--- config.mk ---
export PLATFORM = sky130hd
export DESIGN_NAME = counter_share_arb_flat
export DESIGN_NICKNAME = d
export VERILOG_FILES = /design/src/rtl/counter_share_arb_if.sv /design/src/rtl/counter_share_arb.sv /design/src/flat_wrapper.sv
export SDC_FILE = /design/constraint.sdc
export NUM_CORES = 1
export LEC_CHECK = 0
export BUFFER_PORTS_ARGS = -buffer_cell sky130_fd_sc_hd__buf_2
export CAP_MARGIN = 20
export CORE_AREA = 2 2 64 42
export CTS_BUF_LIST = sky130_fd_sc_hd__clkbuf_8
export CTS_CLUSTER_DIAMETER = 60
export DETAILED_ROUTE_END_ITERATION = 12
export DIE_AREA = 0 0 66 44
export GPL_ROUTABILITY_DRIVEN = 0
export PLACE_DENSITY = 0.79
export SETUP_SLACK_MARGIN = 0.02
export SYNTH_ARGS = -nofsm -noshare
export SYNTH_HDL_FRONTEND = slang
export SYNTH_SLANG_ARGS = --single-unit
--- constraint.sdc ---
create_clock -name clk -period 2.25 [get_ports clk]
set_input_delay 0.225 -clock clk [delete_from_list [all_inputs] [get_ports clk]]
set_output_delay 0.225 -clock clk [all_outputs]
set_load 0.05 [all_outputs]
--- src/rtl/counter_share_arb_if.sv ---
`default_nettype none
// +-----------------------------------------------------------------------+
// | counter_share_arb_if: requester-side bus of the shared-counter arbiter |
// | Rev 1.0                                                               |
// +-----------------------------------------------------------------------+
interface counter_share_arb_if #(
  parameter int NREQ = 4,
  parameter int CW   = 4
);
  logic [NREQ-1:0]    req;
  logic [NREQ*CW-1:0] tc_in;
  logic [NREQ-1:0]    grant;
  logic [CW-1:0]      cnt;
  logic [NREQ-1:0]    done;
  logic               busy;

  modport master (output req, tc_in, input grant, cnt, done, busy);
  modport slave  (input req, tc_in, output grant, cnt, done, busy);
endinterface
`default_nettype wire

--- src/rtl/counter_share_arb.sv ---
`default_nettype none
// +-----------------------------------------------------------------------+
// | counter_share_arb: round-robin sharing of one up-counter among NREQ   |
// | requesters, each running it from 0 to its own terminal count.         |
// | Rev 1.0                                                               |
// +-----------------------------------------------------------------------+
module counter_share_arb #(
  parameter int NREQ = 4,
  parameter int CW   = 4
) (
  input  logic              clk,
  input  logic              rst,
  counter_share_arb_if.slave bus
);
  localparam int PW = (NREQ > 1) ? $clog2(NREQ) : 1;

  typedef enum logic [1:0] {
    S_IDLE  = 2'd0,
    S_COUNT = 2'd1,
    S_DONE  = 2'd2
  } state_t;

  state_t          r_state;
  logic [PW-1:0]   r_ptr;
  logic [CW-1:0]   r_tc;
  logic [PW-1:0]   w_idx;
  logic [PW-1:0]   w_winner;
  logic [CW-1:0]   w_tc [NREQ];

  generate
    for (genvar g = 0; g < NREQ; g++) begin : g_tc
      assign w_tc[g] = bus.tc_in[g*CW +: CW];
    end
  endgenerate

  // Scanning from the far end means the nearest set bit after r_ptr wins last.
  always_comb begin
    w_idx    = '0;
    w_winner = '0;
    for (int i = NREQ; i >= 1; i--) begin
      w_idx = PW'((int'(r_ptr) + i) % NREQ);
      if (bus.req[w_idx]) w_winner = w_idx;
    end
  end

  always_ff @(posedge clk or negedge rst) begin
    if (!rst) begin
      r_state   <= S_IDLE;
      r_ptr     <= PW'(NREQ - 1);
      r_tc      <= '0;
      bus.grant <= '0;
      bus.cnt   <= '0;
      bus.done  <= '0;
      bus.busy  <= 1'b0;
    end else begin
      case (r_state)
        S_IDLE: begin
          if (|bus.req) begin
            bus.grant <= NREQ'(1) << w_winner;
            r_tc      <= w_tc[w_winner];
            r_ptr     <= w_winner;
            bus.cnt   <= '0;
            bus.busy  <= 1'b1;
            r_state   <= S_COUNT;
          end
        end
        S_COUNT: begin
          if (!bus.req[r_ptr]) begin
            bus.grant <= '0;
            bus.cnt   <= '0;
            bus.busy  <= 1'b0;
            r_state   <= S_IDLE;
          end else if (bus.cnt == r_tc) begin
            bus.done  <= bus.grant;
            r_state   <= S_DONE;
          end else begin
            bus.cnt   <= bus.cnt + CW'(1);
          end
        end
        S_DONE: begin
          bus.grant <= '0;
          bus.done  <= '0;
          bus.cnt   <= '0;
          bus.busy  <= 1'b0;
          r_state   <= S_IDLE;
        end
        default: begin
          bus.grant <= '0;
          bus.done  <= '0;
          bus.cnt   <= '0;
          bus.busy  <= 1'b0;
          r_state   <= S_IDLE;
        end
      endcase
    end
  end
endmodule
`default_nettype wire

--- src/flat_wrapper.sv ---
// flat-port wrapper written by rule: the top's interface ports become plain ports
module counter_share_arb_flat 
#(
  parameter int NREQ = 4,
  parameter int CW   = 4
)
  (clk, rst, bus_req, bus_tc_in, bus_grant, bus_cnt, bus_done, bus_busy);
  counter_share_arb_if #(.NREQ(NREQ), .CW(CW)) bus_i ();
  input  logic clk;
  input  logic rst;
  input wire logic [$bits(bus_i.req)-1:0] bus_req;
  input wire logic [$bits(bus_i.tc_in)-1:0] bus_tc_in;
  output wire logic [$bits(bus_i.grant)-1:0] bus_grant;
  output wire logic [$bits(bus_i.cnt)-1:0] bus_cnt;
  output wire logic [$bits(bus_i.done)-1:0] bus_done;
  output wire logic [$bits(bus_i.busy)-1:0] bus_busy;
  assign bus_i.req = bus_req;
  assign bus_i.tc_in = bus_tc_in;
  assign bus_grant = bus_i.grant;
  assign bus_cnt = bus_i.cnt;
  assign bus_done = bus_i.done;
  assign bus_busy = bus_i.busy;
  counter_share_arb #(.NREQ(NREQ), .CW(CW)) u_core (.clk(clk), .rst(rst), .bus(bus_i));
endmodule
==> flow_summary.json, run 1 <==
{
  "worstPathCellList": "nand2b_2 -> a21o_2 -> and3_1 -> mux2i_1 -> a211oi_1",
  "fin_area_um2": 1400,
  "groute.usage.overall_pct": 19.1,
  "antenna_found_initial": 0,
  "cts_buffer_depth": 2,
  "drt-total-wl_um": 2480,
  "power.density_nw_per_um2": 1260,
  "rsz0062_at_grt": "no",
  "initial_core_util_pct": 49.3,
  "worst_pin_slew_ns": 0.664,
  "post_cts_buffers": 0,
  "cts-root-buf": "clkbuf_8",
  "setup_viol": 0,
  "cts_tree": "done",
  "finalCritPeriodShare_pct": 86.2,
  "die_h_um": 44,
  "final.fill_count": 214,
  "ant_nets": 0,
  "fin_crit_ns": 1.94,
  "grt_pass1_vias": 911,
  "grt_start_max_net_pins": 22,
  "required_ns": 2.42,
  "status": "finished, final reports clean",
  "multi_input_area_um2": 582,
  "syn2layout_area_growth_pct": 21.1,
  "n_antenna_cell": 0,
  "seq_area_um2": 528,
  "drc": 0,
  "path_class": "reg -> reg",
  "synthArstFlopShare_pct": 100,
  "core_area_um2": 2350,
  "drtIter0Drc": 36,
  "synth-edff-count": 0,
  "cp.arrival_ns": 2.11,
  "cts_max_level": 1,
  "die_width_um": 66,
  "fin_hold_ws_ns": 0.299,
  "fin_util_pct": 59.7,
  "clk_pin_slew_ns": 0.07,
  "critPathLaunchType": "flip-flop",
  "path_max_fanout": 13,
  "portBuffers": 34,
  "synth-seq-area-share_pct": 45.6,
  "synth_cells": 118,
  "vias": 985,
  "timing.final.max_slew_violations": 0,
  "ys_warn_count": 0,
  "viasPerCell": 5.30,
  "peakVddDrop_v": 0.000800,
  "rows": 14,
  "final_common_cell": "buf_2",
  "max-cap-violations": 0,
  "grt_pass1_wl_um": 4060,
  "avgSynthCellArea_um2": 9.81,
  "power_mw": 1.77,
  "p_leak_nw": 0.691,
  "max_slew_margin_pct": 55.5,
  "skew_ns": 0.00233,
  "dieArea_um2": 2900,
  "clock_sinks": 21,
  "hold_path_class": "in -> reg",
  "grt_overflow": 0,
  "cpPeakStageDelay_ns": 0.58,
  "detailed_place_hpwl_um": 1960,
  "cts-buffers-inserted": 3,
  "place_area_um2": 1340,
  "netlist_area_um2": 1160,
  "nNetsFinal": 178,
  "synth.distinct_cells": 37,
  "io_pins": 35,
  "fmax_mhz": 516,
  "tns_ns": 0,
  "drive_gt1_share_pct": 29.9,
  "report.final.hold_viol_count": 0,
  "end_kind": "flip-flop",
  "synth_ff_type": "dfrtp_1",
  "slowest_stage": "dfstp_2",
  "synth_nets": 141,
  "wl_per_cell_um": 13.3,
  "layout_common_cells": "buf_2 (34), dfrtp_1 (19), nor2_1 (16)",
  "clkLatencyLatePin_ns": 0.26,
  "reg2reg_slack_ns": 0.31,
  "firstDrtPassIters": 4,
  "synth.ff_latch_count": 21
}
-- path summary, 6_finish.rpt --
path / start / to / depth (start not counted)
max in group asynchronous: rst / u_core.r_ptr[0] / 2
worst max register to register: u_core.r_ptr[0] / u_core.r_tc[1] / 5
worst min-delay path: bus_tc_in[14] / u_core.r_tc[2] / 3
worst min register to register: u_core.bus.busy / u_core.bus.busy / 1
min in group asynchronous: rst / u_core.r_tc[3] / 2
worst max-delay path: u_core.r_ptr[0] / u_core.r_tc[1] / 5
-- logic make-up after synthesis --
| group | count (synthesis) | synth area share (%) |
|---|---|---|
| simple gates | 44 | 18.4 |
| compound gates | 27 | 16.2 |
| flops | 21 | 45.6 |
| buf+inv | 9 | 4.54 |
| mux | 9 | 8.87 |
| xor+xnor | 7 | 5.30 |
| fa+ha+maj | 1 | 1.08 |
-- per-stage QoR --
stage | setup WS, ns | std cells
3_3_place_gp | 0.173 | 181
5_1_grt | 0.154 | 186
6_report | 0.311 | 186
2_1_floorplan | 0.523 | 118
3_5_place_dp | 0.0122 | 181
4_1_cts | 0.324 | 186
-- flip-flops by register name, summed over array words and instances (netlist names) --
register / flops
u_core.bus.busy: 1
u_core.bus.grant: 4
u_core.bus.cnt: 4
u_core.r_state: 2
u_core.r_ptr: 2
u_core.r_tc: 4
u_core.bus.done: 4
-- synth_stat cells, types with 2 or more instances --
cell | number | share of area, %
nor2b_1 | 2 | 1.1
xnor2_1 | 4 | 3.0
o21ai_1 | 5 | 2.2
a21oi_1 | 2 | 0.86
clkbuf_1 | 2 | 0.65
nand3_1 | 4 | 1.7
nand2b_1 | 2 | 1.1
dfstp_2 | 2 | 4.5
or2_1 | 2 | 1.1
a31oi_1 | 4 | 2.2
nor2_1 | 16 | 5.2
a211oi_1 | 8 | 5.2
xor2_1 | 3 | 2.3
and2_1 | 2 | 1.1
and3_1 | 2 | 1.1
inv_1 | 5 | 1.6
dfrtp_1 | 19 | 41
mux2i_1 | 8 | 6.9
nand2_1 | 8 | 2.6
-- cell type report --
type / count / share of cell area, %
Clock buffer: 3 / 2.95
Clock inverter: 1 / 0.268
Inverter: 5 / 1.34
Multi-Input combinational cell: 88 / 41.5
Sequential cell: 21 / 37.7
Tap cell: 32 / 2.86
Timing Repair Buffer: 36 / 13.4
-- worst max-delay path: cells and delay by family, from the launching register on --
kind	cells	cell delay, ns
multiplexers	1	0.15
flip-flops	1	0.58
AO/OA/AOI/OAI	2	0.43
AND/OR/NAND/NOR	2	0.69
-- metal layers --
metal / global-route usage [%] / vias up / share of wire [%]
met5: 0 / - / 0
met4: 6.53 / 0 / 1.2
met3: 6.23 / 5 / 5.3
met2: 29.9 / 22 / 44
met1: 25.5 / 468 / 49
li1: - / 490 / -
-- power by group --
part           switching, mW  leakage (nW)  internal [mW]
logic                  0.576         0.399          0.303
registers              0.130         0.266          0.524
clock network          0.115        0.0269          0.122
-- what timing repair did --
action,CTS,global route
gates resized for setup,1,0
endpoints found under the hold margin,19,0
hold buffers,1,0
setup endpoints to repair,1,0
No activity file was read; power rests on OpenSTA's default activity.
==> run 2: changes to the inputs <==
- CORE_AREA: 2 2 64 42 -> 2 2 51 53
- CTS_CLUSTER_SIZE: not set -> 25
- DIE_AREA: 0 0 66 44 -> 0 0 53 55
- PLACE_DENSITY: 0.79 -> 0.77
==> flow_summary.json, run 2 (synthesis results as in run 1) <==
{
  "status": "finished, final reports clean",
  "min_path_cells": 3,
  "hold_path_end": "u_core.r_tc[0]",
  "hp-start": "bus_tc_in[12]",
  "cts-buffers-inserted": 3,
  "cts_resized": 0,
  "n_antenna_cell": 0,
  "rsz0062_at_grt": "no",
  "drt-total-wl_um": 2460,
  "io_pins": 35,
  "clock_sinks": 21,
  "r2r_cells": 5,
  "reg2reg_slack_ns": 0.36,
  "drtIter0Drc": 18,
  "clk_pin_slew_ns": 0.08,
  "viasPerCell": 5.55,
  "clkLatencyLatePin_ns": 0.26,
  "nNetsFinal": 179,
  "p_seq_share_pct": 37.2,
  "layout_common_cells": "buf_2 (35), dfrtp_1 (19), nor2_1 (16)",
  "final.fill_count": 225,
  "antenna_found_initial": 0,
  "final_common_cell": "buf_2",
  "cts_tree": "done",
  "peakVddDrop_v": 0.000789,
  "die_width_um": 53,
  "internal_power_mw": 0.954,
  "end_kind": "flip-flop",
  "skew_ns": 0.00694,
  "p_leak_nw": 0.693,
  "critPathLaunchType": "flip-flop",
  "max_slew_margin_pct": 64.8,
  "cts-root-buf": "clkbuf_8",
  "timing.final.max_slew_violations": 0,
  "cp.arrival_ns": 2.07,
  "syn2layout_area_growth_pct": 21.0,
  "vias": 1027,
  "core_area_um2": 2360,
  "portBuffers": 34,
  "p_comb_share_pct": 49.3,
  "slowest_stage": "dfstp_2",
  "dieArea_um2": 2920,
  "finalCritPeriodShare_pct": 84.2,
  "rows": 18,
  "p_sw_mw": 0.822,
  "post_cts_buffers": 0,
  "report.final.hold_viol_count": 0,
  "cp_top_family": "simple AND/OR/NAND/NOR gates",
  "r2r_start": "u_core.r_ptr[0]",
  "hold_path_class": "in -> reg",
  "drive_gt1_share_pct": 30.3,
  "tns_ns": 0,
  "fin_hold_ws_ns": 0.295,
  "setup_viol": 0,
  "required_ns": 2.42,
  "grt_pass1_wl_um": 4030,
  "groute.usage.overall_pct": 19.0,
  "initial_core_util_pct": 48.9,
  "drc": 0,
  "cp_num_cells": 5,
  "netSwitchingFraction_pct": 46.3,
  "firstDrtPassIters": 4,
  "detailed_place_hpwl_um": 1950,
  "postCtsHoldBufs": 1,
  "worst_pin_slew_ns": 0.528,
  "fin_crit_ns": 1.89,
  "power.density_nw_per_um2": 1270,
  "max-cap-violations": 0,
  "fmax_mhz": 528,
  "die_h_um": 55,
  "cts_buffer_depth": 2,
  "cts_max_level": 1,
  "path_class": "reg -> reg",
  "grt_start_max_net_pins": 22,
  "wl_per_cell_um": 13.3,
  "path_max_fanout": 13,
  "power.clock.fraction_pct": 13.6,
  "cpPeakStageDelay_ns": 0.59,
  "grt_pass1_vias": 904,
  "critPathBufInv": 0,
  "r2r_end": "u_core.r_tc[1]",
  "grt_overflow": 0,
  "worstPathCellList": "nand2b_2 -> a21o_2 -> and3_1 -> mux2i_1 -> a211oi_1",
  "ant_nets": 0
}
[run 2: cell types whose count changed in the layout (fill, tap and decap cells not counted), sizes merged]
cell,delta
clkinv,+1
inv,-1
buf,+1
[run 2: worst max-delay path by stage]
stage               slack [ns]            endpoint              start
finish                    0.36      u_core.r_tc[1]    u_core.r_ptr[0]
CTS                       0.07      u_core.r_tc[3]  u_core.r_state[1]
global route              0.22      u_core.r_tc[1]    u_core.r_ptr[0]
floorplan                 0.52  u_core.bus.done[1]  u_core.bus.cnt[0]
detailed placement        0.08      u_core.r_tc[3]  u_core.r_state[1]
global placement          0.21      u_core.r_tc[0]  u_core.r_state[1]
[run 2: through the flow]
step	instance area [um2]	total power, mW	worst slack, ns	util (%)	std cells
floorplan	1160	1.36	0.523	-	118
global placement	1340	1.51	0.211	56.6	179
detailed placement	1340	1.54	0.0811	56.6	179
CTS	1400	1.78	0.0697	59.0	184
global route	1400	1.90	0.221	59.2	185
finish	1400	1.78	0.355	59.2	185
[run 2: layer usage]
layer	wire [um]	share of wire, %	vias up	global-route usage, %
met5	0	0	-	0
met4	72	2.9	0	12.0
met3	134	5.4	7	1.88
met2	1200	49	46	33.5
met1	1050	43	481	22.4
li1	-	-	493	-
[run 2: cell type report]
type	instances	area (um2)	share of cell area, %
multi-input cells	88	577	41.2
flip-flops and latches	21	528	37.7
repair buffers	37	193	13.8
well taps	30	37.5	2.68
clock buffers	3	41.3	2.95
clock inverters	1	5.00	0.357
inverters	5	18.8	1.34
[run 2: worst min-delay path: cells and delay by family]
kind                   cells  cell delay (ns)
AO/OA/AOI/OAI              1             0.08
buffers and inverters      1             0.10
multiplexers               1             0.11
[run 2: power by group through the flow]
| stage | logic, mW | registers [mW] | clock network, mW |
|---|---|---|---|
| after floorplan | 0.497 | 0.859 | 0 |
| after global placement | 0.857 | 0.654 | 0 |
| after detailed placement | 0.876 | 0.665 | 0 |
| after CTS | 0.875 | 0.660 | 0.248 |
| after global routing | 0.952 | 0.680 | 0.263 |
| final | 0.875 | 0.660 | 0.241 |
